`src/rtl/cpu8_pkg.sv`:
```
// Shared opcodes, FSM state encoding and PC source selects for the 8-bit CPU control path.
// Latency: n/a (constants and types only).
// Backpressure: n/a.
package cpu8_pkg;

  localparam logic [1:0] OP_ADD = 2'b00;
  localparam logic [1:0] OP_LW  = 2'b01;
  localparam logic [1:0] OP_SW  = 2'b10;
  localparam logic [1:0] OP_J   = 2'b11;

  localparam logic PC_SRC_INC = 1'b0;  // PC+1
  localparam logic PC_SRC_JMP = 1'b1;  // PC+1+sext(imm)

  // Codes 5-7 are unused and recovered to FETCH by the controller.
  typedef enum logic [2:0] {
    ST_FETCH  = 3'd0,
    ST_DECODE = 3'd1,
    ST_EXEC   = 3'd2,
    ST_MEM    = 3'd3,
    ST_WB     = 3'd4
  } state_t;

endpackage

```
`src/rtl/cpu8_tick_gen.sv`:
```
// FSM step pulse: clk50 divider (default) or debounced-by-sync step button edge (CPU8_SINGLE_STEP_EN).
// Latency: tick high one clk50 per TICK_DIV cycles; button edge appears 2 clk50 after the press is sampled.
// Backpressure: none; the divider free-runs and the consumer decides whether to use each tick.
module cpu8_tick_gen #(
  parameter int TICK_DIV = 25_000_000
) (
  input  logic i_clk50,
  input  logic i_reset,
  input  logic i_step,
  output logic o_tick
);

`ifdef CPU8_SINGLE_STEP_EN
  logic r_sync1;
  logic r_sync2;
  logic r_prev;

  // Two-flop synchronizer followed by a one-flop history for rising-edge detection.
  always_ff @(posedge i_clk50) begin
    if (i_reset) begin
      r_sync1 <= 1'b0;
      r_sync2 <= 1'b0;
      r_prev  <= 1'b0;
    end else begin
      r_sync1 <= i_step;
      r_sync2 <= r_sync1;
      r_prev  <= r_sync2;
    end
  end

  assign o_tick = r_sync2 & ~r_prev;
`else
  localparam int CW = $clog2(TICK_DIV);
  localparam logic [CW-1:0] LAST = CW'(TICK_DIV - 1);

  logic [CW-1:0] r_cnt;
  logic          w_unused_step;

  assign w_unused_step = i_step;
  assign o_tick        = (r_cnt == LAST);

  // Divider counts 0..TICK_DIV-1 and wraps; the terminal count is the tick.
  always_ff @(posedge i_clk50) begin
    if (i_reset) begin
      r_cnt <= '0;
    end else if (o_tick) begin
      r_cnt <= '0;
    end else begin
      r_cnt <= r_cnt + CW'(1);
    end
  end
`endif

endmodule

```
`src/rtl/cpu8_multicycle_ctrl.sv`:
```
// Multi-cycle FETCH/DECODE/EXEC/MEM/WB controller for the 8-bit CPU; optional CPU8_SINGLE_STEP_EN steps on button presses.
// Latency: one state per tick; add 4, lw 5, sw 4, j 3 ticks; strobes are 1 clk50 wide on the advancing tick.
// Backpressure: run=0 parks the FSM in FETCH with no strobes; other states always advance on a tick.
module cpu8_multicycle_ctrl
  import cpu8_pkg::*;
#(
  parameter int TICK_DIV = 25_000_000
) (
  input  logic       clk50,
  input  logic       reset,
  input  logic [7:0] instruction,
  input  logic       run,
  input  logic       step,
  output logic       ir_we,
  output logic       pc_we,
  output logic       pc_src,
  output logic       alu_src,
  output logic       mem_re,
  output logic       mem_we,
  output logic       mem_to_reg,
  output logic       reg_we,
  output logic       reg_dst,
  output logic [2:0] state,
  output logic [7:0] instr_count
);

  state_t     r_state;
  logic [1:0] r_op;
  logic [7:0] r_instr_count;

  state_t w_state_nxt;
  logic   w_tick;
  logic   w_adv;
  logic   w_op_ld;
  logic   w_retire;
  logic   w_ir_we, w_pc_we, w_pc_src, w_alu_src, w_mem_re;
  logic   w_mem_we, w_mem_to_reg, w_reg_we, w_reg_dst;

  cpu8_tick_gen #(.TICK_DIV(TICK_DIV)) u_tick (
    .i_clk50 (clk50),
    .i_reset (reset),
    .i_step  (step),
    .o_tick  (w_tick)
  );

  // FETCH waits for run; every other state moves on the next tick.
  assign w_adv = w_tick && ((r_state != ST_FETCH) || run);

  // Next-state and control decode; levels follow the state, strobes only on the advancing tick.
  always_comb begin
    w_state_nxt  = r_state;
    w_op_ld      = 1'b0;
    w_retire     = 1'b0;
    w_ir_we      = 1'b0;
    w_pc_we      = 1'b0;
    w_pc_src     = PC_SRC_INC;
    w_alu_src    = 1'b0;
    w_mem_re     = 1'b0;
    w_mem_we     = 1'b0;
    w_mem_to_reg = 1'b0;
    w_reg_we     = 1'b0;
    w_reg_dst    = 1'b0;
    case (r_state)
      ST_FETCH: begin
        if (w_adv) begin
          w_ir_we     = 1'b1;
          w_pc_we     = 1'b1;
          w_op_ld     = 1'b1;
          w_state_nxt = ST_DECODE;
        end
      end
      ST_DECODE: begin
        if (w_adv) w_state_nxt = ST_EXEC;
      end
      ST_EXEC: begin
        w_alu_src = (r_op == OP_LW) || (r_op == OP_SW);
        if (r_op == OP_J) w_pc_src = PC_SRC_JMP;
        if (w_adv) begin
          case (r_op)
            OP_ADD:       w_state_nxt = ST_WB;
            OP_LW, OP_SW: w_state_nxt = ST_MEM;
            default: begin
              w_pc_we     = 1'b1;
              w_retire    = 1'b1;
              w_state_nxt = ST_FETCH;
            end
          endcase
        end
      end
      ST_MEM: begin
        w_mem_re = (r_op == OP_LW);
        if (w_adv) begin
          if (r_op == OP_LW) begin
            w_state_nxt = ST_WB;
          end else begin
            w_mem_we    = 1'b1;
            w_retire    = 1'b1;
            w_state_nxt = ST_FETCH;
          end
        end
      end
      ST_WB: begin
        w_mem_to_reg = (r_op == OP_LW);
        w_reg_dst    = (r_op == OP_ADD);
        if (w_adv) begin
          w_reg_we    = 1'b1;
          w_retire    = 1'b1;
          w_state_nxt = ST_FETCH;
        end
      end
      default: w_state_nxt = ST_FETCH;
    endcase
  end

  // State, latched opcode and retired-instruction counter.
  always_ff @(posedge clk50) begin
    if (reset) begin
      r_state       <= ST_FETCH;
      r_op          <= OP_ADD;
      r_instr_count <= 8'd0;
    end else begin
      r_state <= w_state_nxt;
      if (w_op_ld)  r_op          <= instruction[7:6];
      if (w_retire) r_instr_count <= r_instr_count + 8'd1;
    end
  end

  // Reset masks every control so nothing fires while an instruction is being aborted.
  assign ir_we       = w_ir_we      & ~reset;
  assign pc_we       = w_pc_we      & ~reset;
  assign pc_src      = w_pc_src     & ~reset;
  assign alu_src     = w_alu_src    & ~reset;
  assign mem_re      = w_mem_re     & ~reset;
  assign mem_we      = w_mem_we     & ~reset;
  assign mem_to_reg  = w_mem_to_reg & ~reset;
  assign reg_we      = w_reg_we     & ~reset;
  assign reg_dst     = w_reg_dst    & ~reset;
  assign state       = r_state;
  assign instr_count = r_instr_count;

endmodule

```
`config.mk`:
```
export PLATFORM = sky130hd
export DESIGN_NAME = cpu8_multicycle_ctrl
export DESIGN_NICKNAME = d
export VERILOG_FILES = /design/src/rtl/cpu8_pkg.sv /design/src/rtl/cpu8_tick_gen.sv /design/src/rtl/cpu8_multicycle_ctrl.sv
export SDC_FILE = /design/constraint.sdc
export NUM_CORES = 1
export LEC_CHECK = 0
export CAP_MARGIN = 25
export CORE_ASPECT_RATIO = 1.4
export CORE_MARGIN = 2
export CORE_UTILIZATION = 30
export DETAILED_ROUTE_END_ITERATION = 8
export SKIP_CTS_REPAIR_TIMING = 1
export SLEW_MARGIN = 10
export SYNTH_ARGS = -nofsm -noshare
export SYNTH_HDL_FRONTEND = slang
export SYNTH_SLANG_ARGS = --single-unit
```
`constraint.sdc`:
```
create_clock -name clk50 -period 4 [get_ports clk50]
set_input_delay 1.2 -clock clk50 [delete_from_list [all_inputs] [get_ports clk50]]
set_output_delay 1.2 -clock clk50 [all_outputs]
set_load 0.03 [all_outputs]
```
==> results.sh <==
export IMPL_reg2reg_setup_slack_ns=1.74
export IMPL_crit_end="mem_to_reg"
export IMPL_skew_ns=0.00433
export IMPL_synth_cell_types=45
export IMPL_cts_tree="built"
export IMPL_cp_num_buf_inv=2
export IMPL_firstDrtPassIters=4
export IMPL_drt_initial_drc_count=40
export IMPL_p_total_mw=0.674
export IMPL_synth_seq_area_share_pct=33.8
export IMPL_worstPathArrival_ns=2.67
export IMPL_yosysWarnings=0
export IMPL_place_area_sq_um=2520
export IMPL_grt_usage_pct=11.1
export IMPL_place_congestion=0.724
export IMPL_post_route_util_pct=35.7
export IMPL_synth_seq_cells=38
export IMPL_fin_nets=278
export IMPL_stdcell_area_sq_um=2610
export IMPL_cp_slowest_cell="clkdlybuf4s50_1"
export IMPL_path_cells="clkdlybuf4s50_1, or3b_2, nor3b_1, buf_4"
export IMPL_r2r_end="u_tick.r_cnt[4]$_SDFF_PP0_"
export IMPL_clock_sinks=38
export IMPL_grtUsageMet1_pct=12.9
export IMPL_die_x_um=77.2
export IMPL_post_drt_wl_per_cell_um=12.3
export IMPL_grt_busiest_layer="met2"
export IMPL_relSlewSlack_pct=47.5
export IMPL_numCtsBuffers=5
export IMPL_synth_top_cell_area_share_pct=33.8
export IMPL_ioPinCount=32
export IMPL_gr_total_overflow=0
export IMPL_start_util_pct=30.8
export IMPL_fin_crit_ns=3.87
export IMPL_grt_pass1_wl_um=7520
export IMPL_routed_via_density=5.03
export IMPL_worstRegToRegCells=5
export IMPL_core_area_sq_um=7310
export IMPL_cap_violations=0
export IMPL_max_freq_mhz=258
export IMPL_status="finished clean"
export IMPL_p_per_area_nw_per_um2=258
export IMPL_drc=0
export IMPL_grt_pass1_vias=1624
export IMPL_antenna_found_initial=0
export IMPL_synth_async_reset_ratio_pct=0
export IMPL_slowest_delay_ns=0.54
export IMPL_cp_depth=4
export IMPL_synth_main_ff_cell="dfxtp_1"
export IMPL_start_kind="input port"
export IMPL_ys_top_cells_by_count="dfxtp_1 (38), nor2_1 (25), a21oi_1 (17)"
export IMPL_end_kind="primary output"
export IMPL_worstMarginPinSlew_ns=0.787
export IMPL_synth_edff_count=0
export IMPL_rows=37
export IMPL_die_area_sq_um=8230
export IMPL_synthTopCellsByArea="dfxtp_1 (34%), a2111oi_4 (6.1%), nor2_1 (4.2%), a21oi_1 (3.8%), xor2_1 (3.1%)"
export IMPL_worstSkewPairLatency_ns=0.28
export IMPL_fin_crit_sh_pct=96.8
export IMPL_dp_slack_ns=0.160
export IMPL_worstHoldPathType="reg2reg"
export IMPL_grt_max_degree=26
export IMPL_startpoint="reset"
export IMPL_critPathTopFamily="simple AND/OR/NAND/NOR gates"
export IMPL_setup_worst_path_class="in2out"
export IMPL_required_ns=2.80
export IMPL_totalWireLength_um=4430
export IMPL_vias=1806
export IMPL_syn_to_final_growth_pct=15.9
export IMPL_synth_top_area_cell="dfxtp_1"
export IMPL_clkSlewWorstSetupHoldPaths_ns=0.07
export IMPL_synthCells=242
export IMPL_rsz0062_at_grt="no"
export IMPL_setup_viol=0
export IMPL_gr_usage_met3_pct=2.63
export IMPL_r2r_start="u_tick.r_cnt[0]$_SDFF_PP0_"
export IMPL_max_vdd_ir_drop_uv=126
export IMPL_die_h_um=107
export IMPL_syn_num_nets=259
export IMPL_hold_viol=0
export IMPL_place_port_buffers=24
export IMPL_antenna_left=0
export IMPL_cp_max_fo=6
export IMPL_p_leak_nw=0.856
export IMPL_synth_most_common_cell="dfxtp_1"
export IMPL_cts_max_level=2
export IMPL_worst_slack_ns=0.127
export IMPL_place_hpwl_um=3160
export IMPL_syn_area_sq_um=2250
export IMPL_final_max_slew_viol_count=0
export IMPL_cts_max_path_buffers=2
export IMPL_fin_setup_tns_ns=0
export IMPL_root_buffer="clkbuf_8"
export IMPL_avgSynthCellArea_sq_um=9.31
export IMPL_grt_util_met2_pct=19.4
export IMPL_num_antenna_cells=0
export IMPL_drive_gt1_share_pct=14.5
registers in the layout, summed over array words and instances (netlist names):
name,cells
state,3
u_tick.r_cnt,25
instr_count,8
r_op,2
logic make-up (layout without fill, tap and decap cells):
family | Yosys count | after routing | share of synthesized area, %
AO/OA/AOI/OAI | 47 | 47 | 19.1
XOR/XNOR | 10 | 10 | 3.89
adder cells (fa/ha/maj) | 5 | 5 | 2.78
buffers and inverters | 20 | 40 | 4.83
flip-flops | 38 | 38 | 33.8
multiplexers | 8 | 8 | 3.94
AND/OR/NAND/NOR | 114 | 114 | 31.7
worst register-to-register path: stages (launching register included):
cell     delay, ns
dfxtp_1       0.39
ha_1          0.22
and2_1        0.30
and4_1        0.41
a21o_1        0.69
nor2_1        0.12
final cells by class:
type | count | area, sq um
repair buffers | 26 | 233
clock inverters | 1 | 5.00
flip-flops and latches | 38 | 761
inverters | 6 | 22.5
fillers | 797 | 4700
clock buffers | 7 | 86.3
well taps | 97 | 121
multi-input cells | 184 | 1380
where the power goes:
group          switching, mW  internal, mW
logic                 0.0126       0.00861
registers            0.00253         0.381
clock network          0.131         0.139
total                  0.146         0.528
per-layer routing:
metal | up-vias | routed length (um) | part of all wire, %
met5 | - | 0 | 0
met4 | 0 | 67 | 1.5
met3 | 7 | 116 | 2.6
met2 | 27 | 2210 | 50
met1 | 842 | 2040 | 46
li1 | 930 | - | -
worst min path at each step:
| stage | start | end | cells after the start |
|---|---|---|---|
| 3_5_place_dp | u_tick.r_cnt[0]$_SDFF_PP0_ | u_tick.r_cnt[0]$_SDFF_PP0_ | 1 |
| 4_1_cts | u_tick.r_cnt[0]$_SDFF_PP0_ | u_tick.r_cnt[0]$_SDFF_PP0_ | 1 |
| 6_report | u_tick.r_cnt[0]$_SDFF_PP0_ | u_tick.r_cnt[0]$_SDFF_PP0_ | 1 |
| 2_1_floorplan | u_tick.r_cnt[0]$_SDFF_PP0_ | u_tick.r_cnt[0]$_SDFF_PP0_ | 1 |
| 3_3_place_gp | u_tick.r_cnt[0]$_SDFF_PP0_ | u_tick.r_cnt[0]$_SDFF_PP0_ | 1 |
| 5_1_grt | u_tick.r_cnt[24]$_SDFF_PP0_ | u_tick.r_cnt[24]$_SDFF_PP0_ | 2 |
metrics by stage:
stage / hold WS [ns] / std cells
6_report: 0.474 / 359
5_1_grt: 0.511 / 359
4_1_cts: 0.487 / 359
3_5_place_dp: 0.469 / 351
3_3_place_gp: 0.459 / 351
2_1_floorplan: 0.438 / 242
cells in the final DEF, fill, tap and decap left out, types with 2 or more instances in the layout:
master,Yosys,routed
dfxtp_1,38,38
nor2_1,25,25
a21oi_1,17,17
clkdlybuf4s50_1,0,15
nand3_1,13,13
nand2_1,12,12
nor2b_1,11,11
buf_4,3,11
nand4_1,9,9
xor2_1,8,8
o21ai_0,8,8
or3_1,8,8
o31ai_1,8,8
inv_1,6,6
mux2_1,6,6
or4_1,6,6
clkbuf_8,0,6
nand2b_1,5,5
and3_1,5,5
a2111oi_4,5,5
ha_1,5,5
and4_1,4,4
nand4_4,3,3
and4_4,2,2
nor3_1,2,2
a2111oi_2,2,2
a21o_1,2,2
xnor2_1,2,2
(Power assumes the default switching activity.)
